### src/rtl/seg7_pkg.sv
// Shared constants, FSM state and pattern decode for the 7-segment reader.
// Segment order in a pattern is [6:0] = top, upper-right, lower-right, bottom, lower-left, upper-left, middle.
package seg7_pkg;

    localparam logic [6:0] SEG_0     = 7'b1111110;
    localparam logic [6:0] SEG_1     = 7'b0110000;
    localparam logic [6:0] SEG_2     = 7'b1101101;
    localparam logic [6:0] SEG_3     = 7'b1111001;
    localparam logic [6:0] SEG_4     = 7'b0110011;
    localparam logic [6:0] SEG_5     = 7'b1011011;
    localparam logic [6:0] SEG_6     = 7'b1011111;
    localparam logic [6:0] SEG_7     = 7'b1110000;
    localparam logic [6:0] SEG_8     = 7'b1111111;
    localparam logic [6:0] SEG_9     = 7'b1111011;
    localparam logic [6:0] SEG_BLANK = 7'b0000000;

    typedef enum logic [1:0] {
        ST_EMPTY,
        ST_SETTLE,
        ST_LOCKED
    } state_e;

    // CLS_NONE only marks "nothing accepted yet"; decode never returns it.
    typedef enum logic [1:0] {
        CLS_NONE,
        CLS_DIGIT,
        CLS_BLANK,
        CLS_ERR
    } seg_class_e;

    typedef struct packed {
        seg_class_e cls;
        logic [3:0] digit;
    } seg_dec_t;

    function automatic seg_dec_t seg7_decode_fn(input logic [6:0] pat);
        seg_dec_t r;
        r.cls   = CLS_DIGIT;
        r.digit = 4'd0;
        case (pat)
            SEG_0:     r.digit = 4'd0;
            SEG_1:     r.digit = 4'd1;
            SEG_2:     r.digit = 4'd2;
            SEG_3:     r.digit = 4'd3;
            SEG_4:     r.digit = 4'd4;
            SEG_5:     r.digit = 4'd5;
            SEG_6:     r.digit = 4'd6;
            SEG_7:     r.digit = 4'd7;
            SEG_8:     r.digit = 4'd8;
            SEG_9:     r.digit = 4'd9;
            SEG_BLANK: r.cls   = CLS_BLANK;
            default:   r.cls   = CLS_ERR;
        endcase
        return r;
    endfunction

    function automatic logic [3:0] next_digit(input logic [3:0] d);
        return (d == 4'd9) ? 4'd0 : d + 4'd1;
    endfunction

endpackage

### src/rtl/seg7_decode.sv
// Combinational 7-segment pattern classifier: one-hot {digit_valid, blank, pattern_err}
// plus the decoded digit (0 unless the pattern is a legal digit).
module seg7_decode
    import seg7_pkg::*;
(
    input  logic [6:0] pattern,
    output logic [3:0] digit,
    output logic       digit_valid,
    output logic       blank,
    output logic       pattern_err
);

    seg_dec_t dec;

    assign dec         = seg7_decode_fn(pattern);
    assign digit       = dec.digit;
    assign digit_valid = (dec.cls == CLS_DIGIT);
    assign blank       = (dec.cls == CLS_BLANK);
    assign pattern_err = (dec.cls == CLS_ERR);

endmodule

### src/rtl/seg7_reader.sv
// Samples a 7-segment bus, debounces it over STABLE_CYCLES, decodes it and flags
// illegal patterns and out-of-sequence steps. Define SEG7_PERIOD_MEASURE_EN to measure digit period.
module seg7_reader
    import seg7_pkg::*;
#(
    parameter int STABLE_CYCLES = 4,
    parameter int CNT_WIDTH     = 24
) (
    input  logic                 clk,
    input  logic                 reset,
    input  logic [6:0]           segments_in,
    output logic [3:0]           digit,
    output logic                 digit_valid,
    output logic                 blank,
    output logic                 pattern_err,
    output logic                 new_digit,
    output logic                 seq_error,
    output logic [CNT_WIDTH-1:0] period
);

    localparam int SW = (STABLE_CYCLES > 1) ? $clog2(STABLE_CYCLES) : 1;

    logic [6:0]    sync1, sample;
    logic [6:0]    candidate;
    logic [SW-1:0] stab_cnt;
    state_e        state;
    seg_class_e    prev_class;
    logic          have_digit;

    logic [3:0]    dec_digit;
    logic          dec_valid, dec_blank, dec_err;
    logic          accept, fire_new, fire_seq;

    // segments_in may be asynchronous to clk
    always_ff @(posedge clk) begin
        if (reset) begin
            sync1  <= '0;
            sample <= '0;
        end else begin
            sync1  <= segments_in;
            sample <= sync1;
        end
    end

    // Candidate equals sample whenever acceptance fires, so decode the candidate.
    seg7_decode u_decode (
        .pattern     (candidate),
        .digit       (dec_digit),
        .digit_valid (dec_valid),
        .blank       (dec_blank),
        .pattern_err (dec_err)
    );

    always_comb begin
        accept   = (state == ST_SETTLE) && (sample == candidate) &&
                   (stab_cnt == SW'(STABLE_CYCLES - 1));
        fire_new = accept && dec_valid && (!have_digit || dec_digit != digit);
        fire_seq = fire_new && (prev_class == CLS_DIGIT) &&
                   (dec_digit != next_digit(digit));
    end

    always_ff @(posedge clk) begin
        if (reset) begin
            state       <= ST_EMPTY;
            candidate   <= '0;
            stab_cnt    <= '0;
            prev_class  <= CLS_NONE;
            have_digit  <= 1'b0;
            digit       <= '0;
            digit_valid <= 1'b0;
            blank       <= 1'b0;
            pattern_err <= 1'b0;
            new_digit   <= 1'b0;
            seq_error   <= 1'b0;
        end else begin
            new_digit <= 1'b0;
            seq_error <= 1'b0;
            if (sample != candidate) begin
                candidate <= sample;
                stab_cnt  <= '0;
                state     <= ST_SETTLE;
            end else if (state == ST_SETTLE) begin
                if (accept) begin
                    state       <= ST_LOCKED;
                    digit_valid <= dec_valid;
                    blank       <= dec_blank;
                    pattern_err <= dec_err;
                    new_digit   <= fire_new;
                    seq_error   <= fire_seq;
                    if (dec_valid) begin
                        digit      <= dec_digit;
                        have_digit <= 1'b1;
                        prev_class <= CLS_DIGIT;
                    end else begin
                        prev_class <= dec_blank ? CLS_BLANK : CLS_ERR;
                    end
                end else begin
                    stab_cnt <= stab_cnt + SW'(1);
                end
            end
        end
    end

`ifdef SEG7_PERIOD_MEASURE_EN
    logic [CNT_WIDTH-1:0] free_cnt, period_q;

    // Restart at 1 on the pulse edge so the next pulse reads the exact cycle distance.
    always_ff @(posedge clk) begin
        if (reset) begin
            free_cnt <= '0;
            period_q <= '0;
        end else if (fire_new) begin
            free_cnt <= CNT_WIDTH'(1);
            if (have_digit)
                period_q <= free_cnt;
        end else if (free_cnt != '1) begin
            free_cnt <= free_cnt + CNT_WIDTH'(1);
        end
    end

    assign period = period_q;
`else
    assign period = '0;
`endif

endmodule

### config.mk
export PLATFORM = sky130hd
export DESIGN_NAME = seg7_reader
export DESIGN_NICKNAME = d
export VERILOG_FILES = /design/src/rtl/seg7_pkg.sv /design/src/rtl/seg7_decode.sv /design/src/rtl/seg7_reader.sv
export SDC_FILE = /design/constraint.sdc
export NUM_CORES = 1
export LEC_CHECK = 0
export ABC_AREA = 1
export CAP_MARGIN = 5
export CELL_PAD_IN_SITES_DETAIL_PLACEMENT = 1
export CELL_PAD_IN_SITES_GLOBAL_PLACEMENT = 2
export CORE_ASPECT_RATIO = 0.75
export CORE_MARGIN = 2
export CORE_UTILIZATION = 24
export DETAILED_ROUTE_END_ITERATION = 8
export PLACE_DENSITY_LB_ADDON = 0.1
export SYNTH_ARGS = -nofsm -noshare
export SYNTH_HDL_FRONTEND = slang
export SYNTH_HIERARCHICAL = 1
export SYNTH_SLANG_ARGS = --single-unit
export TNS_END_PERCENT = 100
### constraint.sdc
create_clock -name clk -period 1.5 [get_ports clk]
set_input_delay 0.225 -clock clk [delete_from_list [all_inputs] [get_ports clk]]
set_output_delay 0.225 -clock clk [all_outputs]
set_load 0.01 [all_outputs]
==> metrics.md <==
| Metric | Value |
|---|---|
| Commonest cells after routing, fill and taps aside | nor2_1 (39), nand2_1 (39), inv_1 (38) |
| Area Overhead vs Synth | 41.3% |
| Placer Congestion | 0.692 |
| Final hold vios | 0 |
| Initial Utilization | 0.247 |
| RSZ-0062 raised after global routing | true |
| Share of layout cells above drive strength 1 | 0.364 |
| Crit path largest cell delay | 0.39 ns |
| Met3 WL | 161 microns |
| Worst Min Path Start | sync1[2]$_SDFF_PP0_ |
| Worst setup SP type | flop |
| Clock Sinks | 37 |
| HPWL Detailed | 3420 microns |
| Main flop type after synthesis | dfxtp_1 |
| Achievable Freq | 601 MHz |
| Critical Path, Cell by Cell | nand2_4, nor2_2, nand2_2, nand4_1, xor2_2, nand3_2, nor2_2, nand3_2, nand2_2, nor2_2 |
| Status | finished with violations |
| Final Max Tran Viols | 0 |
| Number of global-route vias before repair | 1680 |
| Final nets | 346 |
| # setup viols final | 13 |
| Clock Path Buffers | 2 |
| CP max-delay cell | dfxtp_4 |
| Diode count | 0 |
| YS warnings | 6 |
| Via count | 1687 |
| I/O pin count | 42 |
| DR vias/cell | 3.83 |
| Number of buffers created by CTS | 5 |
| Yosys top cell area share | 0.380 |
| # rows | 28 |
| Critical path type | flop to flop |
| Failing checks | negative setup slack |
| Clock slew at reported path FFs | 0.07 ns |
| Drt drc | 0 |
| Critical R2R Launch | candidate[0]$_SDFFE_PP0P_ |
| Post-synth EDFFs | 0 |
| Total Wirelength | 4550 microns |
| Worst skew pair latency | 0.29 ns |
| Critical Path RT | 1.68 ns |
| First DRT Iteration DRCs | 34 |
| Largest net degree at the start of global routing | 25 |
| CTS tree | done |
| Tot GR Track Use | 0.112 |
| Worst setup margin | -0.163 ns |
| First-pass GRT wire length | 7750 microns |
| Routed len/inst | 10.3 microns |
| Port Buffer Count | 17 |
| GRT overflow | 0 |
| Power per cell area | 697 nW/um^2 |
| Worst-Margin Slew | 0.524 ns |
| Max_slew headroom | 0.650 |
| Leakage | 1.35 nW |
| Reg2Reg Setup Slack | -0.16 ns |
| Fraction of registers with async set/reset | 0 |
| Crit end category | flop |
| Worst hold path type | flop to flop |
| Final ANT Viol Nets | 0 |
| Crit path DAT | 1.85 ns |
| Hold_buf cts | 0 |
| Power consumption | 1.92 mW |
| Mapped Avg Cell Area | 6.75 sq um |
| Register area share after synthesis | 0.380 |
| Worst VDD drop | 0.000364 V |
| Hold worst-path end | sample[2]$_SDFF_PP0_ |
| Number of synthesized register bits | 37 |
| Core area | 7880 sq um |
| Cell accounting for the most synthesized area | dfxtp_1 |
| Most frequent cell on the critical path | nor2_2 |
| Worst hold stages | 2 |
| Worst Skew | 0.00554 ns |
| Highest routed layer | met4 |
| Synth area leaders | dfxtp_1 (38%), nand2_1 (12%), nor2_1 (10%) |
| Final min period | 1.66 ns |
| Place WS | -0.270 ns |
| Die Area | 8870 sq um |
| Die span in x | 108 microns |
| Synthesized instance count | 289 |
| 1st-pass router iterations | 4 |
| R2R depth | 10 |
| Met2 routed WL | 1890 microns |
| Synthesized area | 1950 sq um |
| Maxcap violations | 0 |
| CTS H-Tree Depth | 2 |
| Die Y | 82.1 microns |
| Antenna violations before repair | 0 |
| Routed met1 length | 2440 microns |
| R2r endpoint | seq_error$_SDFF_PP0_ |
| Netlist cell types | 25 |
| Worst Path Max Fanout | 5 |
| Root Driver | clkbuf_8 |
| Final worst-path cycle share | 1.11 |
==> synth_stat cells, types with 3 or more instances <==
master    number
nor2_1        52
inv_2          8
nand3_1       23
clkbuf_1       4
nand2_2        4
ha_1           3
inv_1         45
o21ai_0        6
dfxtp_1       37
nand4_1        3
nand2_1       60
nor2_2         4
buf_4         24
xnor2_1        3
==> cell families after synthesis <==
logic type,Yosys count,share of synthesized area
other,1,0.00192
xor gates and xnor gates,5,0.0225
and+or+nand+nor,154,0.354
AOI/OAI and AO/OA,8,0.0205
buffers and inverters,81,0.202
DFF,37,0.380
adders and majority gates,3,0.0193
==> through the flow <==
stage               setup TNS [ns]   util  std cells  area, sq um  hold WS (ns)
finish                      -0.945  0.350        440         2760         0.403
global route                 -3.03  0.350        440         2760         0.417
CTS                         -0.550  0.323        434         2540         0.408
detailed placement           -1.83  0.289        421         2280         0.397
global placement             -1.81  0.289        421         2280         0.392
floorplan                        0      -        312         2060         0.332
==> repair_timing <==
action | CTS | global route
setup buffers | 5 | 6
pin swaps | 14 | 26
resized for setup | 54 | 47
setup endpoints to repair | 16 | 17
==> report_power, final <==
part	leakage, nW	internal (mW)	switching (mW)	total, mW
Sequential	0.309	1.00	0.0232	1.02
Clock	0.0395	0.330	0.341	0.671
Combinational	0.999	0.0930	0.133	0.226
Total	1.35	1.42	0.496	1.92
==> flip-flops by register name, summed over array words and instances (netlist names), 2 cells and up <==
name	flops
sync1	7
candidate	7
sample	7
digit	4
state	2
stab_cnt	2
prev_class	2
==> critical path: cells and delay by family, from the launching register on <==
kind,cells,cell delay (ns)
flip-flops,1,0.39
AND/OR/NAND/NOR,9,0.97
XOR/XNOR,1,0.21
==> layout make-up <==
| cell class | count | area [sq um] |
|---|---|---|
| clock buffers | 8 | 80.1 |
| fillers | 967 | 5130 |
| inverters | 53 | 209 |
| multi-input cells | 194 | 1160 |
| flip-flops and latches | 37 | 772 |
| well taps | 105 | 131 |
| repair buffers | 43 | 400 |
==> worst max path at each step <==
stage | slack [ns] | endpoint | start
2_1_floorplan | 0.009 | seq_error$_SDFF_PP0_ | candidate[3]$_SDFFE_PP0P_
4_1_cts | -0.13 | seq_error$_SDFF_PP0_ | candidate[0]$_SDFFE_PP0P_
5_1_grt | -0.29 | seq_error$_SDFF_PP0_ | candidate[1]$_SDFFE_PP0P_
3_5_place_dp | -0.27 | seq_error$_SDFF_PP0_ | candidate[6]$_SDFFE_PP0P_
6_report | -0.16 | seq_error$_SDFF_PP0_ | candidate[0]$_SDFFE_PP0P_
3_3_place_gp | -0.28 | seq_error$_SDFF_PP0_ | candidate[6]$_SDFFE_PP0P_
==> routing by layer <==
metal  vias up  global-route usage
met1       745               0.155
met3         6              0.0238
met5         -                   0
met4         0              0.0423
met2        31               0.171
li1        905                   -
Note: power is estimated with default switching activity, not from simulation.
